--- config.mk ---
export PLATFORM = sky130hd
export DESIGN_NAME = multi_delay_line_flat
export DESIGN_NICKNAME = d
export VERILOG_FILES = /design/src/rtl/cpsd_pkg.sv /design/src/rtl/multi_delay_line_if.sv /design/src/rtl/delay_ram.sv /design/src/rtl/multi_delay_line.sv /design/src/flat_wrapper.sv
export SDC_FILE = /design/constraint.sdc
export NUM_CORES = 1
export LEC_CHECK = 0
export CORE_MARGIN = 10
export CORE_UTILIZATION = 65
export DETAILED_ROUTE_END_ITERATION = 12
export DONT_BUFFER_PORTS = 1
export GPL_TIMING_DRIVEN = 0
export PLACE_DENSITY = 0.87
export SLEW_MARGIN = 10
export SYNTH_ARGS = -nofsm -noshare
export SYNTH_HDL_FRONTEND = slang
export SYNTH_HIERARCHICAL = 1
export SYNTH_SLANG_ARGS = --single-unit
--- constraint.sdc ---
create_clock -name clk -period 11.2 [get_ports clk]
set_clock_uncertainty 0.15 [all_clocks]
set_input_delay 2.24 -clock clk [delete_from_list [all_inputs] [get_ports clk]]
set_output_delay 2.24 -clock clk [all_outputs]
set_load 0.02 [all_outputs]
--- src/rtl/cpsd_pkg.sv ---
// Shared helpers for the cross-spectrum datapath blocks.
package cpsd_pkg;

    function automatic int clog2(input int value);
        int r;
        r = 0;
        while ((1 << r) < value) r++;
        return r;
    endfunction

endpackage

--- src/rtl/multi_delay_line_if.sv ---
// Stream/control bundle for multi_delay_line: the producer owns the inputs, the delay line owns the outputs.
interface multi_delay_line_if
    import cpsd_pkg::*;
#(
    parameter int DATA_WIDTH     = 16,
    parameter int NB_OF_CHANNELS = 2,
    parameter int MAX_DELAY      = 16
);
    localparam int DELAY_WIDTH = clog2(MAX_DELAY + 1);

    logic                                 en;
    logic                                 clr;
    logic [DELAY_WIDTH-1:0]               delay;
    logic                                 in_valid;
    logic [NB_OF_CHANNELS*DATA_WIDTH-1:0] xin;
    logic                                 out_valid;
    logic [NB_OF_CHANNELS*DATA_WIDTH-1:0] y;
    logic                                 primed;

    modport master (
        output en, clr, delay, in_valid, xin,
        input  out_valid, y, primed
    );

    modport slave (
        input  en, clr, delay, in_valid, xin,
        output out_valid, y, primed
    );
endinterface

--- src/rtl/delay_ram.sv ---
// Sample history storage: synchronous write, combinational read, contents never reset.
module delay_ram #(
    parameter int WIDTH = 32,
    parameter int DEPTH = 16,
    parameter int AW    = 4
) (
    input  logic             clk,
    input  logic             i_we,
    input  logic [AW-1:0]    i_waddr,
    input  logic [WIDTH-1:0] i_wdata,
    input  logic [AW-1:0]    i_raddr,
    output logic [WIDTH-1:0] o_rdata
);
    logic [WIDTH-1:0] r_mem [DEPTH];

    always_ff @(posedge clk) begin
        if (i_we) r_mem[i_waddr] <= i_wdata;
    end

    assign o_rdata = r_mem[i_raddr];
endmodule

--- src/rtl/multi_delay_line.sv ---
// Runtime-programmable per-sample delay for packed multi-channel streams; a fill count
// gates out_valid so history from before a reset, flush or delay change is never emitted.
module multi_delay_line
    import cpsd_pkg::*;
#(
    parameter int DATA_WIDTH     = 16,
    parameter int NB_OF_CHANNELS = 2,
    parameter int MAX_DELAY      = 16
) (
    input  logic           clk,
    input  logic           rstn,
    multi_delay_line_if.slave bus
);
    localparam int DELAY_WIDTH = clog2(MAX_DELAY + 1);
    localparam int PTR_WIDTH   = (MAX_DELAY > 1) ? clog2(MAX_DELAY) : 1;
    localparam int XW          = DATA_WIDTH * NB_OF_CHANNELS;
    localparam int AW          = DELAY_WIDTH + 1;
    localparam logic [DELAY_WIDTH-1:0] MAX_D   = DELAY_WIDTH'(MAX_DELAY);
    localparam logic [PTR_WIDTH-1:0]   LAST_WP = PTR_WIDTH'(MAX_DELAY - 1);

    logic [PTR_WIDTH-1:0]   r_wp, w_wp_eff, w_wp_nxt, w_rd_idx;
    logic [DELAY_WIDTH-1:0] r_fill, r_delay_q;
    logic [DELAY_WIDTH-1:0] w_delay_sat, w_dq_eff, w_fill_eff, w_fill_flush, w_fill_inc;
    logic [AW-1:0]          w_rd_full;
    logic [XW-1:0]          w_rd_data, r_y;
    logic                   w_delay_chg, w_accept, w_emit;
    logic                   r_out_valid, r_primed;

    assign w_delay_sat  = (bus.delay > MAX_D) ? MAX_D : bus.delay;
    assign w_delay_chg  = (w_delay_sat != r_delay_q);

    // A delay change restarts history this cycle, so a coincident sample is index 0.
    assign w_dq_eff     = w_delay_chg ? w_delay_sat : r_delay_q;
    assign w_fill_eff   = w_delay_chg ? '0 : r_fill;
    assign w_wp_eff     = w_delay_chg ? '0 : r_wp;
    assign w_fill_flush = bus.clr ? '0 : w_fill_eff;

    assign w_accept     = bus.en && bus.in_valid && !bus.clr;
    assign w_emit       = w_accept && (w_fill_eff >= w_dq_eff);
    assign w_fill_inc   = (w_fill_eff == MAX_D) ? w_fill_eff : w_fill_eff + DELAY_WIDTH'(1);
    assign w_wp_nxt     = (w_wp_eff == LAST_WP) ? '0 : w_wp_eff + PTR_WIDTH'(1);

    always_comb begin
        w_rd_full = '0;
        if (AW'(w_wp_eff) >= AW'(w_dq_eff))
            w_rd_full = AW'(w_wp_eff) - AW'(w_dq_eff);
        else
            w_rd_full = AW'(w_wp_eff) + AW'(MAX_DELAY) - AW'(w_dq_eff);
    end
    assign w_rd_idx = w_rd_full[PTR_WIDTH-1:0];

    delay_ram #(
        .WIDTH (XW),
        .DEPTH (MAX_DELAY),
        .AW    (PTR_WIDTH)
    ) u_ram (
        .clk     (clk),
        .i_we    (w_accept),
        .i_waddr (w_wp_eff),
        .i_wdata (bus.xin),
        .i_raddr (w_rd_idx),
        .o_rdata (w_rd_data)
    );

    always_ff @(posedge clk or negedge rstn) begin
        if (!rstn) begin
            r_delay_q   <= '0;
            r_wp        <= '0;
            r_fill      <= '0;
            r_out_valid <= 1'b0;
            r_primed    <= 1'b0;
            r_y         <= '0;
        end else begin
            r_primed <= (w_fill_flush >= w_dq_eff);
            if (w_delay_chg) r_delay_q <= w_delay_sat;
            if (bus.clr) begin
                r_fill      <= '0;
                r_wp        <= '0;
                r_out_valid <= 1'b0;
            end else begin
                r_out_valid <= w_emit;
                r_fill      <= w_accept ? w_fill_inc : w_fill_eff;
                r_wp        <= w_accept ? w_wp_nxt : w_wp_eff;
                // Zero delay has no stored history to read, so it takes the live sample.
                if (w_emit) r_y <= (w_dq_eff == '0) ? bus.xin : w_rd_data;
            end
        end
    end

    assign bus.out_valid = r_out_valid;
    assign bus.y         = r_y;
    assign bus.primed    = r_primed;
endmodule

--- src/flat_wrapper.sv ---
// flat-port wrapper written by rule: the top's interface ports become plain ports
module multi_delay_line_flat import cpsd_pkg::*;
#(
    parameter int DATA_WIDTH     = 16,
    parameter int NB_OF_CHANNELS = 2,
    parameter int MAX_DELAY      = 16
)
  (clk, rstn, bus_en, bus_clr, bus_delay, bus_in_valid, bus_xin, bus_out_valid, bus_y, bus_primed);
  multi_delay_line_if #(.DATA_WIDTH(DATA_WIDTH), .NB_OF_CHANNELS(NB_OF_CHANNELS), .MAX_DELAY(MAX_DELAY)) bus_i ();
  input  logic clk;
  input  logic rstn;
  input wire logic [$bits(bus_i.en)-1:0] bus_en;
  input wire logic [$bits(bus_i.clr)-1:0] bus_clr;
  input wire logic [$bits(bus_i.delay)-1:0] bus_delay;
  input wire logic [$bits(bus_i.in_valid)-1:0] bus_in_valid;
  input wire logic [$bits(bus_i.xin)-1:0] bus_xin;
  output wire logic [$bits(bus_i.out_valid)-1:0] bus_out_valid;
  output wire logic [$bits(bus_i.y)-1:0] bus_y;
  output wire logic [$bits(bus_i.primed)-1:0] bus_primed;
  assign bus_i.en = bus_en;
  assign bus_i.clr = bus_clr;
  assign bus_i.delay = bus_delay;
  assign bus_i.in_valid = bus_in_valid;
  assign bus_i.xin = bus_xin;
  assign bus_out_valid = bus_i.out_valid;
  assign bus_y = bus_i.y;
  assign bus_primed = bus_i.primed;
  multi_delay_line #(.DATA_WIDTH(DATA_WIDTH), .NB_OF_CHANNELS(NB_OF_CHANNELS), .MAX_DELAY(MAX_DELAY)) u_core (.clk(clk), .rstn(rstn), .bus(bus_i));
endmodule
# == Word-level counts from Yosys, hierarchy flattened ==
# Memories as Yosys holds them, arrays and structs flattened.
# Cells that the tools add are included.
# word_totals
ram_bits,512
input_bits,42
register_bits,48
n_memories,1
out_inout_bits,34
word_cells,42
# memory_table
name,depth,width,read_ports,rd_ports_with_merged_regs,write_ports,line_no,rtl
u_core.u_ram.r_mem,16,32,1,0,1,delay_ram.sv:14,logic [WIDTH-1:0] r_mem [DEPTH];
# op_classes
add_sub_neg,5
n_lt_le_gt_ge,4
bitwise,1
n_eq_ne,3
reduce_logical,6
n_mux,16
# op_table
op,count
2-to-1 mux 5 bit,7
2-to-1 mux 32 bit,1
2-to-1 mux 4 bit,5
>= comparator 5 bit,2
adder 4 x 1 -> 4 bit (second input constant),2
subtractor 4 bit,2
adder 5 x 1 -> 5 bit (second input constant),1
equality test 5 bit (second input constant),1
>= comparator 4 x 5 -> 1 bit,1
greater-than comparator 5 bit (second input constant),1
zero test 5 bit,1
!= test 5 bit,1
equality test 4 bit (second input constant),1
logical AND 1 bit,3
2-to-1 mux 1 bit,3
AND reduction 2 bit,1
zero test 1 bit,1
NOT 1 bit,1

# == Logic depth before layout (Yosys ltp) ==
# An unclocked memory read counts as a cell.
# depth
word_depth,9
mapped_depth,22
mapped_depth_nobuf,18

# == Modules after synthesis ==
# Netlist, hierarchy kept.
# by_module_without_submodules
module,seq_area_each_um2,cells_per_inst,n_inst,area_per_inst_um2
delay_ram,15374.7,806,1,19213.4
multi_delay_line,1201.2,366,1,3258.1

# == Worst setup path before layout ==
# OpenSTA, ideal clock, no wires.
# synth_path
path_type,in2reg
startpoint,in bus_delay[4]
endpoint,mem u_core.u_ram.r_mem[0][0] (enable)
t_arrival_ns,6.148
n_path_buf,2
path_stages,8
required_time_ns,10.589
setup_slack_ns,4.441
setup_ns,0.461
cell_sequence,buf_4 -> nor2b_1 -> xor2_1 -> nor4_4 -> clkbuf_1 -> and2_1 -> or3b_2 -> nor3_1
# synth_between
elab_chain_cells,4
# synth_lines
element,line_no,rtl
start: declaration,flat_wrapper.sv:14,input wire logic [$bits(bus_i.delay)-1:0] bus_delay;
greater-than comparator 5 bit,multi_delay_line.sv:29,assign w_delay_sat = (bus.delay > MAX_D) ? MAX_D : bus.delay;
2-to-1 mux 5 bit (*),multi_delay_line.sv:29,
!= test 5 bit (*),multi_delay_line.sv:30,assign w_delay_chg = (w_delay_sat != r_delay_q);
2-to-1 mux 4 bit (*),multi_delay_line.sv:35,assign w_wp_eff = w_delay_chg ? '0 : r_wp;
net u_core.w_wp_eff[3],multi_delay_line.sv:21,"logic [PTR_WIDTH-1:0] r_wp, w_wp_eff, w_wp_nxt, w_rd_idx;"
end: declaration,delay_ram.sv:14,
# The timed path passes the listed nets; every way through them passes the cells marked *.

# == Worst setup path in the final report ==
# layout_path
startpoint,in bus_delay[4]
endpoint,"reg u_core.r_y[17], in the netlist u_core/bus.y[17]"
# layout_between
elab_cells_between_ends,17
cone_classes,add/sub: 3; order compare: 3; eq/ne: 1; mux: 6; reduce/logical: 3; memory: 1
# layout_rtl
element,line_no,rtl
greater-than comparator 5 bit,multi_delay_line.sv:29,
2-to-1 mux 5 bit (*),multi_delay_line.sv:29,
!= test 5 bit,multi_delay_line.sv:30,
2-to-1 mux 5 bit (*),multi_delay_line.sv:33,assign w_dq_eff = w_delay_chg ? w_delay_sat : r_delay_q;
net u_core.w_dq_eff[0],multi_delay_line.sv:23,"logic [DELAY_WIDTH-1:0] w_delay_sat, w_dq_eff, w_fill_eff, w_fill_flush, w_fill_inc;"
"subtractor 4 bit, or another cell as far along",multi_delay_line.sv:48,w_rd_full = AW'(w_wp_eff) + AW'(MAX_DELAY) - AW'(w_dq_eff);
2-to-1 mux 4 bit (*),multi_delay_line.sv:45,if (AW'(w_wp_eff) >= AW'(w_dq_eff))
net u_core.w_rd_full[1],multi_delay_line.sv:24,logic [AW-1:0] w_rd_full;
memory (16 x 32 bit) (*),-,
net u_core.w_rd_data[17],multi_delay_line.sv:25,"logic [XW-1:0] w_rd_data, r_y;"
2-to-1 mux 32 bit (*),multi_delay_line.sv:85,if (w_emit) r_y <= (w_dq_eff == '0) ? bus.xin : w_rd_data;
end signal: assignment,multi_delay_line.sv:85,
end: declaration,multi_delay_line.sv:25,
# Marks and branches as above.
# A chain may end at the register's enable or synchronous reset.

==> impl_metrics.json <==
{
  "endpoint_kind": "flop",
  "postCtsSetupBuffers": 0,
  "fmax_mhz": 133.8,
  "nFillCells": 1736,
  "start_util_pct": 65.54,
  "setup_viol": 0,
  "drv_slew": 0,
  "ant_nets": 0,
  "rsz0062_at_grt": "no",
  "hold_ws_ns": 0.4252,
  "r2r-start": "u_core/r_delay_q[1]$_DFF_PN0_",
  "vias": 12940,
  "reg2regPathDepth": 15,
  "syn_inst": 1172,
  "clockBufferDepth": 3,
  "drt_first_iter_violations": 1958,
  "top_usage_layer": "met2",
  "crit_arrival_ns": 7.80,
  "hpwl_um": 35400,
  "drtPass1Iterations": 5,
  "grt_max_degree": 49,
  "setup_tns_ns": 0,
  "drt-total-wl_um": 59880,
  "die_x_um": 205.9,
  "overflow": 0,
  "layout_setup_ws_ns": 3.725,
  "worst_pin_slew_ns": 1.191,
  "p_per_area_nw_per_um2": 174.4,
  "peakVddDrop_v": 0.0001256,
  "report.power.total_mw": 4.429,
  "report.final.hold_viol_count": 0,
  "cp-start-kind": "input pin",
  "yosysWarningCount": 6,
  "cts_hold_buf": 0,
  "ioPinCount": 76,
  "synth_top_flop_cell": "edfxtp_1",
  "areaGrowthSynthToFinish_pct": 13.02,
  "worstHoldEndpoint": "u_core/r_fill[1]$_DFF_PN0_",
  "synth-seq-cells": 560,
  "r2r-end": "u_core/bus.y[17]$_DFFE_PN0P_",
  "synth_area_um2": 22470,
  "io_buffers": 0,
  "dp_slack_ns": 3.512,
  "p_leak_nw": 8.214,
  "synthDistinctLibCells": 47,
  "grt_util_all_layers_pct": 28.93,
  "wl_per_cell_um": 34.10,
  "finalCritPeriodShare_pct": 66.74,
  "status": "finished, final reports clean",
  "async_flop_share_pct": 8.571,
  "maxCapViolations": 0,
  "r2r_slack_ns": 5.22,
  "dieArea_um2": 42410,
  "diodes": 0,
  "critical_path_class": "in2reg",
  "die_h_um": 205.9,
  "use_met1_pct": 36.38,
  "clockRootBuffer": "clkbuf_16",
  "vias_per_cell": 7.370,
  "hold_path_class": "reg2reg",
  "synth_edf_count": 512,
  "num_rows": 68,
  "cts.clk_slew.worst_paths_ns": 0.07,
  "grt_pass1_vias": 13260,
  "final_cells": 1756,
  "slew_headroom_pct": 20.24,
  "placed_area_um2": 23670,
  "drive_gt1_share_pct": 24.52,
  "numClockSinks": 560,
  "drc": 0,
  "cts_tree": "built",
  "layout_min_cycle_time_ns": 7.475,
  "syn_area_per_cell_um2": 19.17,
  "grtUsageMet3_pct": 8.480,
  "yosysSeqAreaShare_pct": 73.76,
  "hp-start": "u_core/r_fill[1]$_DFF_PN0_",
  "h-tree-depth": 2,
  "nets": 1310,
  "min_path_cells": 2,
  "syn_nets": 1225,
  "cp.required_ns": 11.52,
  "post_cts_resized": 0,
  "grt_pass1_wl_um": 88980,
  "antenna_found_initial": 0,
  "fin_util_pct": 74.07,
  "clock_latency_ns": 0.59,
  "placed_cells": 1658,
  "use_met2_pct": 46.38,
  "fin_area_um2": 25400,
  "cp_max_fo": 10,
  "cts_inserted_buffers": 52,
  "coreArea_um2": 34290,
  "gp_congestion": 0.8398
}
## cells by family after synthesis
group,count (synthesis),synth area share [%]
XOR/XNOR,10,0.3898
flip-flops,560,73.76
buffers and inverters,81,1.787
multiplexers,163,14.58
adder cells (fa/ha/maj),11,0.6125
AO/OA/AOI/OAI,163,5.256
AND/OR/NAND/NOR,184,3.614
## report_power, final
part           leakage, nW  switching (mW)  internal, mW  total [mW]
clock                0.837           0.770          1.03        1.80
sequential            5.11          0.0149          2.29        2.31
combinational         2.27           0.194         0.129       0.324
## area by class of cell
class	count	area, um^2	area share, %
clock buffer	60	1353	5.326
timing repair buffer	31	514.2	2.025
multi-input combinational	531	5610	22.09
buffer	68	352.8	1.389
inverter	13	48.80	0.1921
sequential	560	16580	65.27
tap	455	569.3	2.242
clock inverter	38	372.9	1.468
## per-layer routing
metal,share of wire (%),vias up
met5,0,-
met4,4.6,0
met3,14,247
met2,49,1265
met1,32,6469
li1,-,4960
## synth_stat cells (2+ instances only)
cell type | count | area, um^2
o21ai_0 | 36 | 180.2
o21a_1 | 3 | 22.52
and2_1 | 5 | 31.28
a31oi_1 | 3 | 18.77
dfrtp_1 | 48 | 1201
xnor2_1 | 8 | 70.07
nor2_1 | 29 | 108.9
edfxtp_1 | 512 | 15370
nand4_1 | 2 | 12.51
nand3_1 | 5 | 25.02
a21oi_1 | 8 | 40.04
a22oi_1 | 66 | 495.5
a221o_1 | 32 | 320.3
nand3b_1 | 2 | 15.01
buf_1 | 9 | 33.78
mux4_2 | 128 | 2883
buf_4 | 13 | 97.59
mux2_2 | 34 | 382.9
buf_2 | 9 | 45.04
o21ai_1 | 5 | 25.02
inv_1 | 13 | 48.80
clkbuf_1 | 32 | 120.1
nor2b_1 | 5 | 31.28
xor2_1 | 2 | 17.52
buf_6 | 5 | 56.30
o22ai_1 | 2 | 12.51
nor3_1 | 7 | 35.03
ha_1 | 11 | 137.6
nand2b_1 | 7 | 43.79
nand2_1 | 114 | 427.9
## worst max-delay path by stage
stage                       startpoint                             endpoint  slack, ns
after CTS                 bus_delay[4]         u_core/bus.y[17]$_DFFE_PN0P_       3.98
after global routing      bus_delay[4]         u_core/bus.y[17]$_DFFE_PN0P_       3.61
after global placement    bus_delay[4]  u_core/u_ram/r_mem[8][21]$_DFFE_PP_       1.50
after detailed placement  bus_delay[4]         u_core/bus.y[17]$_DFFE_PN0P_       3.51
final                     bus_delay[4]         u_core/bus.y[17]$_DFFE_PN0P_       3.72
after floorplan           bus_delay[4]   u_core/u_ram/r_mem[0][0]$_DFFE_PP_       4.44
## layout by cell type, fill, tap and decap left out, types with 7 or more instances in the layout
cell       synthesis  layout
ha_1              11      11
nor2_4             0      12
nand2b_1           7       7
buf_2              9       9
dfrtp_1           48      48
edfxtp_1         512     512
nand2_1          114     114
xnor2_1            8       8
nor2_1            29      17
buf_4             13      25
a22oi_1           66      66
buf_1              9       9
bufinv_16          0       7
clkinv_2           0       8
buf_16             0      10
mux4_2           128     128
mux2_2            34      34
clkbuf_1          32      39
a221o_1           32      32
inv_1             13      13
clkinv_1           0      15
a21oi_1            8       8
buf_6              5       8
clkbuf_16          0      53
o21ai_0           36      36
## state kept, by name, indices dropped and copies added, names as in the netlist
register              flops
u_core/bus.out_valid      1
u_core/bus.primed         1
u_core/bus.y             32
u_core/r_delay_q          5
u_core/r_fill             5
u_core/r_wp               4
u_core/u_ram/r_mem      512
## worst max-delay path, cell delays in order
cell	delay, ns
buf_4	0.14
nor2b_1	0.46
xor2_1	0.25
nor4_4	0.53
and2_1	0.58
mux2_2	0.40
ha_1	0.31
buf_2	0.32
buf_1	0.88
mux4_2	0.46
a22oi_1	0.31
nand2_1	0.11
mux2_2	0.29
nand2_1	0.08
o21ai_0	0.10
a221o_1	0.32
Note: power is estimated with default switching activity, not from simulation.
